$ cat src/rtl/state_machine3_29_driver_if.sv
// Bus between the stimulus driver and its environment: run control, patterns,
// target-machine pins and captured response. Self-check pins need DRIVER_SELF_CHECK_EN.
interface state_machine3_29_driver_if #(
   parameter int N = 8
);
   localparam int IW = $clog2(N);

   logic         start;
   logic [N-1:0] a_pat;
   logic [N-1:0] b_pat;
   logic         q_in;
   logic         dut_rst;
   logic         a;
   logic         b;
   logic         busy;
   logic         done;
   logic [N-1:0] q_word;
`ifdef DRIVER_SELF_CHECK_EN
   logic          mismatch;
   logic [IW-1:0] err_idx;
`endif

   modport master (
      input  start, a_pat, b_pat, q_in,
`ifdef DRIVER_SELF_CHECK_EN
      output mismatch, err_idx,
`endif
      output dut_rst, a, b, busy, done, q_word
   );

   modport slave (
      output start, a_pat, b_pat, q_in,
`ifdef DRIVER_SELF_CHECK_EN
      input  mismatch, err_idx,
`endif
      input  dut_rst, a, b, busy, done, q_word
   );
endinterface

$ cat src/rtl/state_machine3_29_driver.sv
// Stimulus driver for the two-input Mealy target: PRIME resets it, RUN streams N (a,b)
// pairs LSB first and captures q. Optional DRIVER_SELF_CHECK_EN adds an internal reference model.
module state_machine3_29_driver #(
   parameter int N = 8
) (
   input logic                     clk,
   input logic                     reset,
   state_machine3_29_driver_if.master bus
);
   localparam int IW = $clog2(N);
   localparam logic [IW-1:0] LAST = IW'(N - 1);

   typedef enum logic [1:0] {IDLE, PRIME, RUN, FIN} state_t;

   state_t        state_q, state_d;
   logic [N-1:0]  a_q, b_q, q_word_q;
   logic [IW-1:0] idx_q;
   logic          accept;
   logic          dut_rst_o, a_o, b_o, busy_o, done_o;

   assign accept = (state_q == IDLE) && bus.start;

   always_ff @(posedge clk) begin
      if (reset) state_q <= IDLE;
      else       state_q <= state_d;
   end

   always_comb begin
      state_d = state_q;
      case (state_q)
         IDLE:    if (bus.start) state_d = PRIME;
         PRIME:   state_d = RUN;
         RUN:     if (idx_q == LAST) state_d = FIN;
         FIN:     state_d = IDLE;
         default: state_d = IDLE;
      endcase
   end

   // Outputs depend on state and latched patterns only, never on start.
   always_comb begin
      dut_rst_o = 1'b0;
      a_o       = 1'b0;
      b_o       = 1'b0;
      busy_o    = 1'b0;
      done_o    = 1'b0;
      case (state_q)
         PRIME: begin
            dut_rst_o = 1'b1;
            busy_o    = 1'b1;
         end
         RUN: begin
            a_o    = a_q[idx_q];
            b_o    = b_q[idx_q];
            busy_o = 1'b1;
         end
         FIN:     done_o = 1'b1;
         default: ;
      endcase
   end

   always_ff @(posedge clk) begin
      if (reset) begin
         a_q      <= '0;
         b_q      <= '0;
         q_word_q <= '0;
         idx_q    <= '0;
      end else if (accept) begin
         a_q      <= bus.a_pat;
         b_q      <= bus.b_pat;
         q_word_q <= '0;
         idx_q    <= '0;
      end else if (state_q == RUN) begin
         q_word_q[idx_q] <= bus.q_in;
         if (idx_q != LAST) idx_q <= idx_q + 1'b1;
      end
   end

   assign bus.dut_rst = dut_rst_o;
   assign bus.a       = a_o;
   assign bus.b       = b_o;
   assign bus.busy    = busy_o;
   assign bus.done    = done_o;
   assign bus.q_word  = q_word_q;

`ifdef DRIVER_SELF_CHECK_EN
   logic          s_q, mismatch_q, q_exp;
   logic [IW-1:0] err_idx_q;

   assign q_exp = (~b_o & a_o & s_q) | (b_o & (a_o | s_q));

   // Only the first failing index is kept; mismatch stays set until the next run.
   always_ff @(posedge clk) begin
      if (reset) begin
         s_q        <= 1'b0;
         mismatch_q <= 1'b0;
         err_idx_q  <= '0;
      end else if (accept) begin
         mismatch_q <= 1'b0;
         err_idx_q  <= '0;
      end else if (state_q == PRIME) begin
         s_q <= 1'b0;
      end else if (state_q == RUN) begin
         s_q <= a_o;
         if ((bus.q_in != q_exp) && !mismatch_q) begin
            mismatch_q <= 1'b1;
            err_idx_q  <= idx_q;
         end
      end
   end

   assign bus.mismatch = mismatch_q;
   assign bus.err_idx  = err_idx_q;
`endif
endmodule

$ cat src/flat_wrapper.sv
// flat-port wrapper written by rule: the top's interface ports become plain ports
module state_machine3_29_driver_flat 
#(
   parameter int N = 8
)
  (clk, reset, bus_start, bus_a_pat, bus_b_pat, bus_q_in, bus_dut_rst, bus_a, bus_b, bus_busy, bus_done, bus_q_word);
  state_machine3_29_driver_if #(.N(N)) bus_i ();
  input logic clk;
  input logic reset;
  input wire logic [$bits(bus_i.start)-1:0] bus_start;
  input wire logic [$bits(bus_i.a_pat)-1:0] bus_a_pat;
  input wire logic [$bits(bus_i.b_pat)-1:0] bus_b_pat;
  input wire logic [$bits(bus_i.q_in)-1:0] bus_q_in;
  output wire logic [$bits(bus_i.dut_rst)-1:0] bus_dut_rst;
  output wire logic [$bits(bus_i.a)-1:0] bus_a;
  output wire logic [$bits(bus_i.b)-1:0] bus_b;
  output wire logic [$bits(bus_i.busy)-1:0] bus_busy;
  output wire logic [$bits(bus_i.done)-1:0] bus_done;
  output wire logic [$bits(bus_i.q_word)-1:0] bus_q_word;
  assign bus_i.start = bus_start;
  assign bus_i.a_pat = bus_a_pat;
  assign bus_i.b_pat = bus_b_pat;
  assign bus_i.q_in = bus_q_in;
  assign bus_dut_rst = bus_i.dut_rst;
  assign bus_a = bus_i.a;
  assign bus_b = bus_i.b;
  assign bus_busy = bus_i.busy;
  assign bus_done = bus_i.done;
  assign bus_q_word = bus_i.q_word;
  state_machine3_29_driver #(.N(N)) u_core (.clk(clk), .reset(reset), .bus(bus_i));
endmodule
$ cat config.mk
export PLATFORM = sky130hd
export DESIGN_NAME = state_machine3_29_driver_flat
export DESIGN_NICKNAME = d
export VERILOG_FILES = /design/src/rtl/state_machine3_29_driver_if.sv /design/src/rtl/state_machine3_29_driver.sv /design/src/flat_wrapper.sv
export SDC_FILE = /design/constraint.sdc
export NUM_CORES = 1
export LEC_CHECK = 0
export ABC_AREA = 1
export BUFFER_PORTS_ARGS = -buffer_cell sky130_fd_sc_hd__buf_2
export CORE_ASPECT_RATIO = 2
export CORE_MARGIN = 10
export CORE_UTILIZATION = 40
export DETAILED_ROUTE_END_ITERATION = 6
export PLACE_DENSITY_LB_ADDON = 0.1
export REMOVE_ABC_BUFFERS = 1
export SLEW_MARGIN = 30
export SYNTH_ARGS = -nofsm -noshare
export SYNTH_HDL_FRONTEND = slang
export SYNTH_SLANG_ARGS = --single-unit
$ cat constraint.sdc
create_clock -name clk -period 2.2 [get_ports clk]
set_clock_uncertainty 0.1 [all_clocks]
set_input_delay 0.44 -clock clk [delete_from_list [all_inputs] [get_ports clk]]
set_output_delay 0.44 -clock clk [all_outputs]
set_load 0.05 [all_outputs]
; Yosys cells after proc, flatten, opt, wreduce, memory -nomap -nowiden
; Index checks and enable logic that the tools add are counted.
[totals]
word_cells = 37
register_bits = 29
out_inout_bits = 13
input_bits = 20
[op_classes]
eq_ne = 7
add_sub_neg = 1
n_lt_le_gt_ge = 2
reduce_logical = 7
muxes = 15
[op_table]
columns = op, n
row1 = 8-bit bitwise mux, 1
row2 = 1-bit two-way mux, 8
row3 = 2-bit case mux with 4 select lines, 1
row4 = 1-bit binary-select mux with 3-bit select, 2
row5 = 2-bit equality test (second input constant), 2
row6 = 3-bit by 4-bit < comparator with 1-bit output (second input constant), 1
row7 = 2-bit two-way mux, 2
row8 = 2-bit AND reduction, 2
row9 = 2-bit OR reduction, 2
row10 = 3-bit by 1-bit adder with 3-bit output (second input constant), 1
row11 = 1-bit demux with 3-bit select, 1
row12 = 3-bit equality test (second input constant), 1
row13 = 3-bit by 1-bit greater-or-equal comparator with 1-bit output (second input constant), 1
row14 = 3-bit != test (second input constant), 1
row15 = 2-bit by 1-bit equality test with 1-bit output (second input constant), 1
row16 = 1-bit logical AND, 2
row17 = 2-bit zero test, 1
row18 = 2-bit by 1-bit != test with 1-bit output (second input constant), 1
row19 = 2-bit != test (second input constant), 1

; Depth between registers and ports, before layout
; Gate-level depths: netlist of the first run.
[depth]
depth_word = 5
depth_mapped = 8
ltp_nobuf = 8

; Least setup slack after synthesis of the first run
; No wires, ideal clock.
[synth_timing]
path_type = register to output
start = reg u_core.idx_q[0]
end = out bus_a
path_slack_ns = 0.201
path_stages_with_launch = 8
path_buffers = 1
t_arrival_ns = 1.459
required_time_ns = 1.660
cell_sequence = dfxtp_1 buf_4 nor2_1 nor2_1 nand2_1 nand2_1 nor2_1 nor2_1
[synth_between]
elab_chain_cells = 3
[synth_lines]
columns = element, line_no
row1 = start: declaration, state_machine3_29_driver.sv:17  ; logic [IW-1:0] idx_q;
row2 = start signal: assignment, state_machine3_29_driver.sv:74  ; if (idx_q != LAST) idx_q <= idx_q + 1'b1;
row3 = 1-bit binary-select mux with 3-bit select, state_machine3_29_driver.sv:52  ; a_o = a_q[idx_q];
row4 = 1-bit two-way mux (implied by the code), state_machine3_29_driver.sv:52
row5 = 1-bit two-way mux, state_machine3_29_driver.sv:46  ; case (state_q)
row6 = end: declaration, flat_wrapper.sv:15  ; output wire logic [$bits(bus_i.a)-1:0] bus_a;
; Every way passes these cells. The select of a mux whose other input is x is not followed.

; Worst setup path after layout of the first run
[layout_timing]
start = reg u_core.idx_q[2]
end = out bus_a
; The elaborated chain is that of the path after synthesis.

==> results.txt, run 1 <==
Post-Synth XOR/XNOR Area: 0%
Total Routing Usage GR: 11.4%
Simple-gate share of the synthesized area: 22.7%
# nets final: 245
Post-Syn Area: 1340 sq um
Combinational power share: 36.6%
Net switching power: 0.737 mW
CP Capture Type: output port
Compound-Gate Fraction of Synth Area: 18.6%
Die area: 6190 sq um
Die extent in y: 102 um
Post-route minimum period: 2030 ps
Register bit total from synthesis: 29
Outcome: complete, no violations
FP Rows: 29
DRT iter0 DRCs: 15
Adder-cell share of the synthesized area: 6.55%
Initial Util: 41.8%
Sink Count: 29
Final GP Congestion: 0.916
Io pins: 33
Final slew viol count: 0
Final WL: 3.29 mm
Post-synthesis mux area share: 0%
Unrepaired setup endpoints after global routing: no
Most Used Layer, Global Route: met2
Initial antenna violation count: 0
Met2 GRT Util: 21.2%
Via Count: 1267
Clock latency on the worst-skew pair: 280 ps
First-pass GRT wire length: 5.54 mm
P_int: 1.09 mW
Setup Crit Path Kind: reg2out
Syn_area_per_cell: 7.26 sq um
Port Buffers: 32
Area Overhead vs Synth: 21.1%
Fmax: 493 MHz
DR vias/cell: 5.09
Cell depth of the worst flop-to-flop path: 7
1st-pass router iterations: 4
Post-route DRC violation count: 0
Cell count after synthesis: 184
Power density over the cells: 1130 nW/um^2
Die X: 60.9 um
Core box area: 3190 sq um
Top cells by area, synth: dfxtp_1 43%, nor2_1 7.9%, a21oi_1 6.7%
Main combinational cell family by area after synthesis: simple AND/OR/NAND/NOR gates
Clk buf depth: 2
Area share of the largest cell type after synthesis: 43.4%
Reg power frac: 39.6%
Root Buffer: clkbuf_8
Hpwl dp: 2.72 mm
Clock slew at reported path FFs: 60 ps
Max Cap Violations: 0
Switching portion of total power: 40.3%
CTS tree: done
Max FO, Critical Path: 6
Fin Setup TNS: 0 ps
Period utilization: 92.2%
CP Launch Type: flip-flop
Cell taking the most area after synthesis: dfxtp_1
Slew @ Worst Pin: 376 ps
H-Tree Depth: 2
Critical Path AT: 1490 ps
Most common cell after layout, fill and taps aside: buf_2
Hold Crit Class: in2reg
Clock power frac: 23.8%
Peak VDD IR: 606 uV
Largest net degree at the start of global routing: 25
# setup viols final: 0
FILL cells: 335
Static Leak: 0.756 nW
Met3 global-route usage: 3.63%
Sequential-to-total area share from yosys stat: 43.4%
Final Hold Vio Count: 0
Most frequent cells in the layout: 30 x buf_2, 28 x nor2_1, 26 x dfxtp_1
Vias in the first global route: 1327
Design area: 1620 sq um
Inserted Clock Buffers: 5
Share of cells above drive strength 1: 24.3%
Data required time at the worst endpoint: 1660 ps
Grt ovf: 0
Post-synthesis cell type count: 20
Antenna Nets Post-Route: 0
Slew margin rel.: 74.9%
Hold_ws: 312 ps
Area after DPL: 1510 sq um
Hold path depth: 3
Ant diodes: 0
Met1 Track Usage GR: 10.4%
Post-DR wirelength/cell: 13.2 um
Post-CTS Setup Inserts: 0
Synthesis Warnings: 0
[power by group through the flow]
stage / registers, mW / logic, mW / clock network (mW)
after detailed placement: 0.734 / 0.671 / 0
after global routing: 0.741 / 0.759 / 0.470
after CTS: 0.724 / 0.674 / 0.448
after global placement: 0.727 / 0.656 / 0
final: 0.724 / 0.670 / 0.435
after floorplan: 0.724 / 0.509 / 0
[cell usage after synthesis, drive strengths merged]
library cell	instances
a211oi	1
a21oi	18
buf	4
clkbuf	2
clkinv	1
dfxtp	29
ha	7
inv	22
nand2	21
nand3	18
nor2	31
nor3	1
o21ai	28
o21bai	1
[repair_timing]
| action | in CTS | in global routing |
|---|---|---|
| hold buffers | 0 | 0 |
| resized for setup | 1 | 7 |
| endpoints found under the setup margin | 2 | 2 |
[metal layers]
layer / up-vias / part of all wire, %
li1: 667 / -
met1: 566 / 35
met2: 28 / 56
met3: 6 / 6.9
met4: 0 / 1.9
met5: - / 0
[state kept, by name, summed over array words and instances (netlist names)]
name / cells
u_core.idx_q: 3
u_core.state_q: 2
u_core.a_q: 8
u_core.b_q: 8
u_core.bus.q_word: 8
[kinds of logic (layout without fill, tap and decap cells)]
kind of cell    after synthesis  in the layout
simple gates                 71             71
compound gates               48             48
buf+inv                      29             63
fa+ha+maj                     7              7
flops                        29             29
[worst paths after layout]
kind | start | end | slack (ps)
worst min-delay path | bus_b_pat[7] | u_core.b_q[7]$_SDFFE_PP0P_ | 310
worst min register to register | u_core.bus.q_word[1]$_SDFFE_PP0P_ | u_core.bus.q_word[1]$_SDFFE_PP0P_ | 370
worst max register to register | u_core.state_q[0]$_SDFFE_PP0P_ | u_core.b_q[0]$_SDFFE_PP0P_ | 510
worst max-delay path | u_core.idx_q[2]$_SDFFE_PP0P_ | bus_a | 170
[critical path, cell delays in order (launching register included)]
cell	delay (ps)
dfxtp_2	420
nand2_1	150
inv_1	130
nand3_1	80
nand3_1	70
nor2_1	40
nor2_1	80
clkbuf_4	230
[through the flow]
| step | setup slack, ps | utilization, % | cells | total power [mW] |
|---|---|---|---|---|
| 2_1_floorplan | 105 | - | 178 | 1.23 |
| 5_1_grt | 6.41 | 50.7 | 249 | 1.97 |
| 4_1_cts | 69.8 | 50.1 | 249 | 1.85 |
| 6_report | 172 | 50.7 | 249 | 1.83 |
| 3_5_place_dp | 262 | 47.4 | 242 | 1.41 |
| 3_3_place_gp | 314 | 47.4 | 242 | 1.38 |
[layout make-up]
| class | count | area, sq um | area share, % |
|---|---|---|---|
| inverters | 23 | 86.3 | 5.34 |
| multi-input cells | 126 | 649 | 40.1 |
| repair buffers | 33 | 173 | 10.7 |
| flip-flops and latches | 29 | 584 | 36.1 |
| well taps | 31 | 38.8 | 2.40 |
| clock buffers | 7 | 86.3 | 5.34 |
(Power assumes the default switching activity.)
==> run 2: changes to the inputs <==
--- a/config.mk
+++ b/config.mk
@@ -5,9 +5,8 @@
 export SDC_FILE = /design/constraint.sdc
 export NUM_CORES = 1
 export LEC_CHECK = 0
-export ABC_AREA = 1
+export ABC_AREA = 0
 export BUFFER_PORTS_ARGS = -buffer_cell sky130_fd_sc_hd__buf_2
-export CORE_ASPECT_RATIO = 2
 export CORE_MARGIN = 10
 export CORE_UTILIZATION = 40
 export DETAILED_ROUTE_END_ITERATION = 6
==> run 2 against run 1 <==
Net effect:
- hold slack lost 65 ps
- non-clock buffer count rose by 6
- total power decreased by 9.6%
- area after synthesis grew 6.4%
- critical endpoint is now bus_b
- largest power group is now combinational logic
==> results.txt, run 2 <==
Outcome: complete, no violations
Port Buffers: 32 (unchanged)
Clk buf depth: 2 (unchanged)
Cell taking the most area after synthesis: dfxtp_1
Commonest cells in the netlist: 38 x nand2_1, 29 x dfxtp_1, 21 x a21oi_1, 15 x mux2i_1, 9 x nor2_1
Root Buffer: clkbuf_4
CP Capture Type: output port
Vias in the first global route: 1205 (-9.2%)
Simple-gate share of the synthesized area: 24.7% (+2.1 points)
Reg2Reg Setup Slack: 430 ps (-80 ps)
Post-Synth XOR/XNOR Area: 0.616% (+0.62 points)
Final WL: 3.15 mm (-4.0%)
Design area: 1690 sq um (+4.2%)
1st-pass router iterations: 4 (unchanged)
Largest net degree at the start of global routing: 20 (-20%)
Max Cap Violations: 0 (unchanged)
Die extent in y: 79.6 um (-22%)
Area Overhead vs Synth: 18.6%
Post-synthesis mux area share: 10.6% (+11 points)
H-Tree Depth: 2 (unchanged)
Clock latency on the worst-skew pair: 330 ps (+50 ps)
Post-synthesis cell type count: 30 (+50%)
Hold_ws: 247 ps (-65.2 ps)
FP Rows: 21 (-28%)
Synth Flop Type: dfxtp_1
Cell count after synthesis: 161 (-13%)
Post-synth EDFFs: 0 (unchanged)
Setup Crit Path Kind: reg2out
DR vias/cell: 4.90 (-3.6%)
Register bit total from synthesis: 29 (unchanged)
Crit path to: bus_b
Post-synth ARST share: 0% (unchanged)
Top cells by area, synth: dfxtp_1 41%, mux2i_1 11%, nand2_1 10%
Post-route DRC violation count: 0 (unchanged)
Share of cells above drive strength 1: 26.5% (+2.2 points)
Clock slew at reported path FFs: 100 ps (+40 ps)
Synthesis Warnings: 0 (unchanged)
Ant diodes: 0 (unchanged)
Data required time at the worst endpoint: 1660 ps (about the same)
Post-Syn Area: 1420 sq um (+6.4%)
Die X: 79.6 um (+31%)
CTS tree: done
Cell depth of the worst flop-to-flop path: 7 (unchanged)
Static Leak: 0.705 nW (-6.7%)
Min setup slack post-route: 102 ps (-70.0 ps)
DRT iter0 DRCs: 36 (+21)
Final slew viol count: 0 (unchanged)
Sequential-to-total area share from yosys stat: 40.8% (-2.6 points)
Total Routing Usage GR: 10.6% (-0.76 points)
Area share of the largest cell type after synthesis: 40.8% (-2.6 points)
Slew margin rel.: 65.6% (-9.3 points)
Io pins: 33 (unchanged)
Multi-input logic area: 746 sq um (+15%)
Compound-Gate Fraction of Synth Area: 10.4% (-8.2 points)
Most common cell after layout, fill and taps aside: nand2_1
Critical path origin: u_core.idx_q[0]$_SDFFE_PP0P_
Final GP Congestion: 0.719 (-22%)
Most frequent cells in the layout: 38 x nand2_1, 30 x buf_2, 27 x dfxtp_1
DR top layer: met4
Reg-to-reg startpoint: u_core.idx_q[0]$_SDFFE_PP0P_
Period utilization: 95.4% (+3.2 points)
Initial antenna violation count: 0 (unchanged)
Final Hold Vio Count: 0 (unchanged)
Critical Path AT: 1560 ps (+70 ps)
RR Endpoint: u_core.state_q[1]$_SDFFE_PP0P_
Grt ovf: 0 (unchanged)
Peak VDD IR: 474 uV (-22%)
Syn_area_per_cell: 8.83 sq um (+22%)
First-pass GRT wire length: 5.44 mm (-1.7%)
Total chip power: 1.65 mW (-9.6%)
Routed wire length on met3: 196 um (-14%)
Post-layout util: 49.7% (-0.94 points)
Main combinational cell family by area after synthesis: simple AND/OR/NAND/NOR gates
Max FO, Critical Path: 5 (-1)
Via Count: 1187 (-6.3%)
Die area: 6340 sq um (+2.3%)
Hold Crit Class: in2reg
Placement Setup Slack: 220 ps (-41.4 ps)
FILL cells: 348 (+3.9%)
Antenna Nets Post-Route: 0 (unchanged)
Initial Util: 41.9% (+0.085 points)
Inserted Clock Buffers: 5 (unchanged)
# nets final: 222 (-9.4%)
Hpwl dp: 2.33 mm (-14%)
Area after DPL: 1590 sq um (+5.0%)
Most common cell in the netlist: nand2_1
# setup viols final: 0 (unchanged)
Post-route minimum period: 2100 ps (+70.0 ps)
Fmax: 477 MHz (-3.3%)
Unrepaired setup endpoints after global routing: yes
Met1 Wirelength: 1.31 mm (+13%)
Wire length on met2: 1.61 mm (-12%)
Adder-cell share of the synthesized area: 6.16% (-0.39 points)
Register area: 586 sq um (+0.21%)
Sink Count: 29 (unchanged)
Post-DR wirelength/cell: 13.0 um (-1.2%)
Power density over the cells: 982 nW/um^2 (-13%)
Slew @ Worst Pin: 517 ps (+140 ps)
Core box area: 3390 sq um (+6.2%)
CP Launch Type: flip-flop
[run 2: power by group]
part           leakage [nW]  internal, mW  switching [mW]
Sequential            0.238         0.609          0.0559
Clock                0.0320         0.121           0.181
Combinational         0.436         0.249           0.438
[run 2: what timing repair did]
action	4_1_cts	5_1_grt
gates resized for setup	2	9
endpoints found under the setup margin	2	2
hold endpoints to repair	0	0
buffers inserted	0	2
hold buffers	0	0
[run 2: stage by stage]
step	setup TNS, ps	std cells
after floorplan	0	149
after global placement	0	232
after detailed placement	0	232
after CTS	0	240
after global routing	-2.91	242
final	0	242
[run 2: cell families (layout without fill, tap and decap cells)]
logic type / after synthesis / in the layout
buffers and inverters: 14 / 49
and+or+nand+nor: 68 / 68
xor gates and xnor gates: 1 / 1
muxes: 15 / 15
AOI/OAI and AO/OA: 27 / 27
DFF: 29 / 29
adders and majority gates: 7 / 7
[run 2: area by class of cell]
type,instances,share of cell area (%)
Multi-Input combinational cell,118,44.2
Sequential cell,29,34.7
Timing Repair Buffer,39,14.1
Tap cell,46,3.41
Clock buffer,6,2.45
Clock inverter,2,0.594
Inverter,2,0.445
[run 2: worst min path at each step]
stage                                     from                          to  depth (start not counted)
finish                            bus_b_pat[6]  u_core.b_q[6]$_SDFFE_PP0P_                          3
global route                      bus_a_pat[1]  u_core.a_q[1]$_SDFFE_PP0P_                          3
CTS                               bus_a_pat[6]  u_core.a_q[6]$_SDFFE_PP0P_                          3
detailed placement  u_core.a_q[1]$_SDFFE_PP0P_  u_core.a_q[1]$_SDFFE_PP0P_                          2
global placement    u_core.a_q[0]$_SDFFE_PP0P_  u_core.a_q[0]$_SDFFE_PP0P_                          2
floorplan           u_core.a_q[0]$_SDFFE_PP0P_  u_core.a_q[0]$_SDFFE_PP0P_                          2
[run 2: critical path, cell delays in order (launching register included)]
cell and delay, ps:
dfxtp_4 370, buf_12 110, mux2i_1 190, o22ai_1 90, o31a_1 310, buf_6 150
[run 2: layer usage]
metal	global-route usage [%]	vias to the layer above
li1	-	614
met1	10.8	546
met2	18.7	23
met3	5.07	4
met4	3.23	0
met5	0	-
==> run 3: changes to the inputs <==
==> constraint.sdc (replaced) <==
create_clock -name clk -period 1.85 [get_ports clk]
set_clock_uncertainty 0.1 [all_clocks]
set_input_delay 0.37 -clock clk [delete_from_list [all_inputs] [get_ports clk]]
set_output_delay 0.37 -clock clk [all_outputs]
set_load 0.05 [all_outputs]
==> run 3 against run 2 <==
Net effect:
- the run now ends with negative setup slack left
- via count is 3.0% higher
- flip-flop and latch count unchanged
- count of clock-buffer cells in the layout is 1 higher
- sequential power is 21% higher
- core utilization grew 0.70 points
- critical path depth is the same
- total power grew 23%
- routed wire length grew 1.8%
- clock power is 27% higher
- combinational power rose by 23%
- first-iteration DRC count up 56%
==> results.txt, run 3 (same netlist as run 2, synthesis figures left out) <==
Ant diodes: 0 (unchanged)
Max FO, Critical Path: 6 (+1)
Failing checks: negative setup slack
Fmax: 498 MHz
Max Cap Violations: 0 (unchanged)
Peak VDD IR: 530 uV (+12%)
Critical Path AT: 1540 ps (-20 ps)
Most Used Layer, Global Route: met2
Outcome: finished, violations left
Clock latency on the worst-skew pair: 330 ps (about the same)
Fin Setup TNS: -314 ps (-314 ps)
# setup viols final: 2 (+2)
Inserted Clock Buffers: 5 (unchanged)
1st-pass router iterations: 4 (unchanged)
Unrepaired setup endpoints after global routing: yes
Crit path cell chain: buf_4, mux2i_1, nor3_1, o31a_1, buf_6
Antenna Nets Post-Route: 0 (unchanged)
Placement Setup Slack: -84.4 ps (-305 ps)
H-Tree Depth: 2 (unchanged)
Met2 GRT Util: 19.7% (+0.97 points)
Post-route DRC violation count: 0 (unchanged)
Hold Crit Class: in2reg
Setup Crit Path Kind: reg2out
Period utilization: 109%
Io pins: 33 (unchanged)
Final GP Congestion: 0.709 (-1.5%)
Via Count: 1223 (+3.0%)
Initial Util: 41.9% (unchanged)
Hpwl dp: 2.43 mm (+4.1%)
Worst path slowest cell: dfxtp_4
Area Overhead vs Synth: 20.2%
CP Launch Type: flip-flop
Slew margin rel.: 71.9% (+6.3 points)
Initial antenna violation count: 0 (unchanged)
Die area: 6340 sq um (unchanged)
Largest net degree at the start of global routing: 19 (-5.0%)
# nets final: 225 (+1.4%)
Root Buffer: clkbuf_4
CTS tree: done
Most frequent cells in the layout: 38 x nand2_1, 29 x buf_2, 25 x dfxtp_1
Vias in the first global route: 1277 (+6.0%)
Share of cells above drive strength 1: 28.8% (+2.3 points)
Final slew viol count: 0 (unchanged)
Area after DPL: 1600 sq um (+0.95%)
Core box area: 3390 sq um (unchanged)
Post-route minimum period: 2010 ps
Die X: 79.6 um (unchanged)
Met3 global-route usage: 4.39% (-0.68 points)
Static Leak: 0.718 nW (+1.7%)
Design area: 1710 sq um (+1.4%)
Data required time at the worst endpoint: 1380 ps (-280 ps)
Post-layout util: 50.4% (+0.70 points)
DRT iter0 DRCs: 56 (+56%)
Min setup slack post-route: -159 ps (-261 ps)
Sink Count: 29 (unchanged)
Grt ovf: 0 (unchanged)
Post-DR wirelength/cell: 13.2 um (+1.0%)
Power density over the cells: 1190 nW/um^2 (+21%)
Total Routing Usage GR: 11.3% (+0.69 points)
# hold bufs at CTS: 0 (unchanged)
FP Rows: 21 (unchanged)
Final WL: 3.21 mm (+1.8%)
Met1 Track Usage GR: 11.4% (+0.57 points)
Most common cell after layout, fill and taps aside: nand2_1
Final Hold Vio Count: 0 (unchanged)
Port Buffers: 32 (unchanged)
Clock slew at reported path FFs: 80 ps (-20 ps)
DR vias/cell: 5.01 (+2.2%)
Clk buf depth: 2 (unchanged)
Slew @ Worst Pin: 422 ps (-94.4 ps)
First-pass GRT wire length: 5.78 mm (+6.1%)
Die extent in y: 79.6 um (unchanged)
Critical Path Max Stage Delay: 400 ps (+30 ps)
CP Capture Type: output port
Total chip power: 2.03 mW (+23%)
## run 3: path summary, 6_finish.rpt
path | from | end | cells after the start | slack [ps]
max | u_core.idx_q[0]$_SDFFE_PP0P_ | bus_b | 5 | -160
min | bus_a_pat[1] | u_core.a_q[1]$_SDFFE_PP0P_ | 3 | 170
min reg2reg | u_core.a_q[5]$_SDFFE_PP0P_ | u_core.a_q[5]$_SDFFE_PP0P_ | 2 | 360
max reg2reg | u_core.idx_q[0]$_SDFFE_PP0P_ | u_core.state_q[1]$_SDFFE_PP0P_ | 7 | 130
## run 3: worst max-delay path: cells and delay by family (launching register included)
family	cells	cell delay [ps]
flops	1	400
simple gates	1	70
compound gates	1	290
mux	1	170
buf+inv	2	270
## run 3: power breakdown
part | leakage, nW | switching [mW] | internal [mW]
Sequential | 0.238 | 0.0727 | 0.729
Clock | 0.0314 | 0.207 | 0.179
Combinational | 0.448 | 0.521 | 0.322
Total | 0.718 | 0.800 | 1.23
## run 3: routing by layer
metal | up-vias | wire length (um)
li1 | 621 | -
met2 | 31 | 1670
met1 | 559 | 1230
met3 | 12 | 214
met4 | 0 | 90
met5 | - | 0
## run 3: final cells by class
cell class                 count  area, sq um
sequential                    29          588
tap                           46         57.6
timing repair buffer          42          254
clock buffer                   7         55.1
fill                         336         1680
multi-input combinational    118          747
inverter                       2         7.51
## run 3: per-stage QoR
step / std cells / hold WS (ps)
2_1_floorplan: 149 / 326
3_3_place_gp: 234 / 350
3_5_place_dp: 234 / 349
4_1_cts: 244 / 160
5_1_grt: 244 / 159
6_report: 244 / 170
## run 3: what timing repair did
action	CTS	global route
buffers inserted	3	0
gates resized for setup	11	3
endpoints found under the setup margin	5	4
pin swaps	1	1
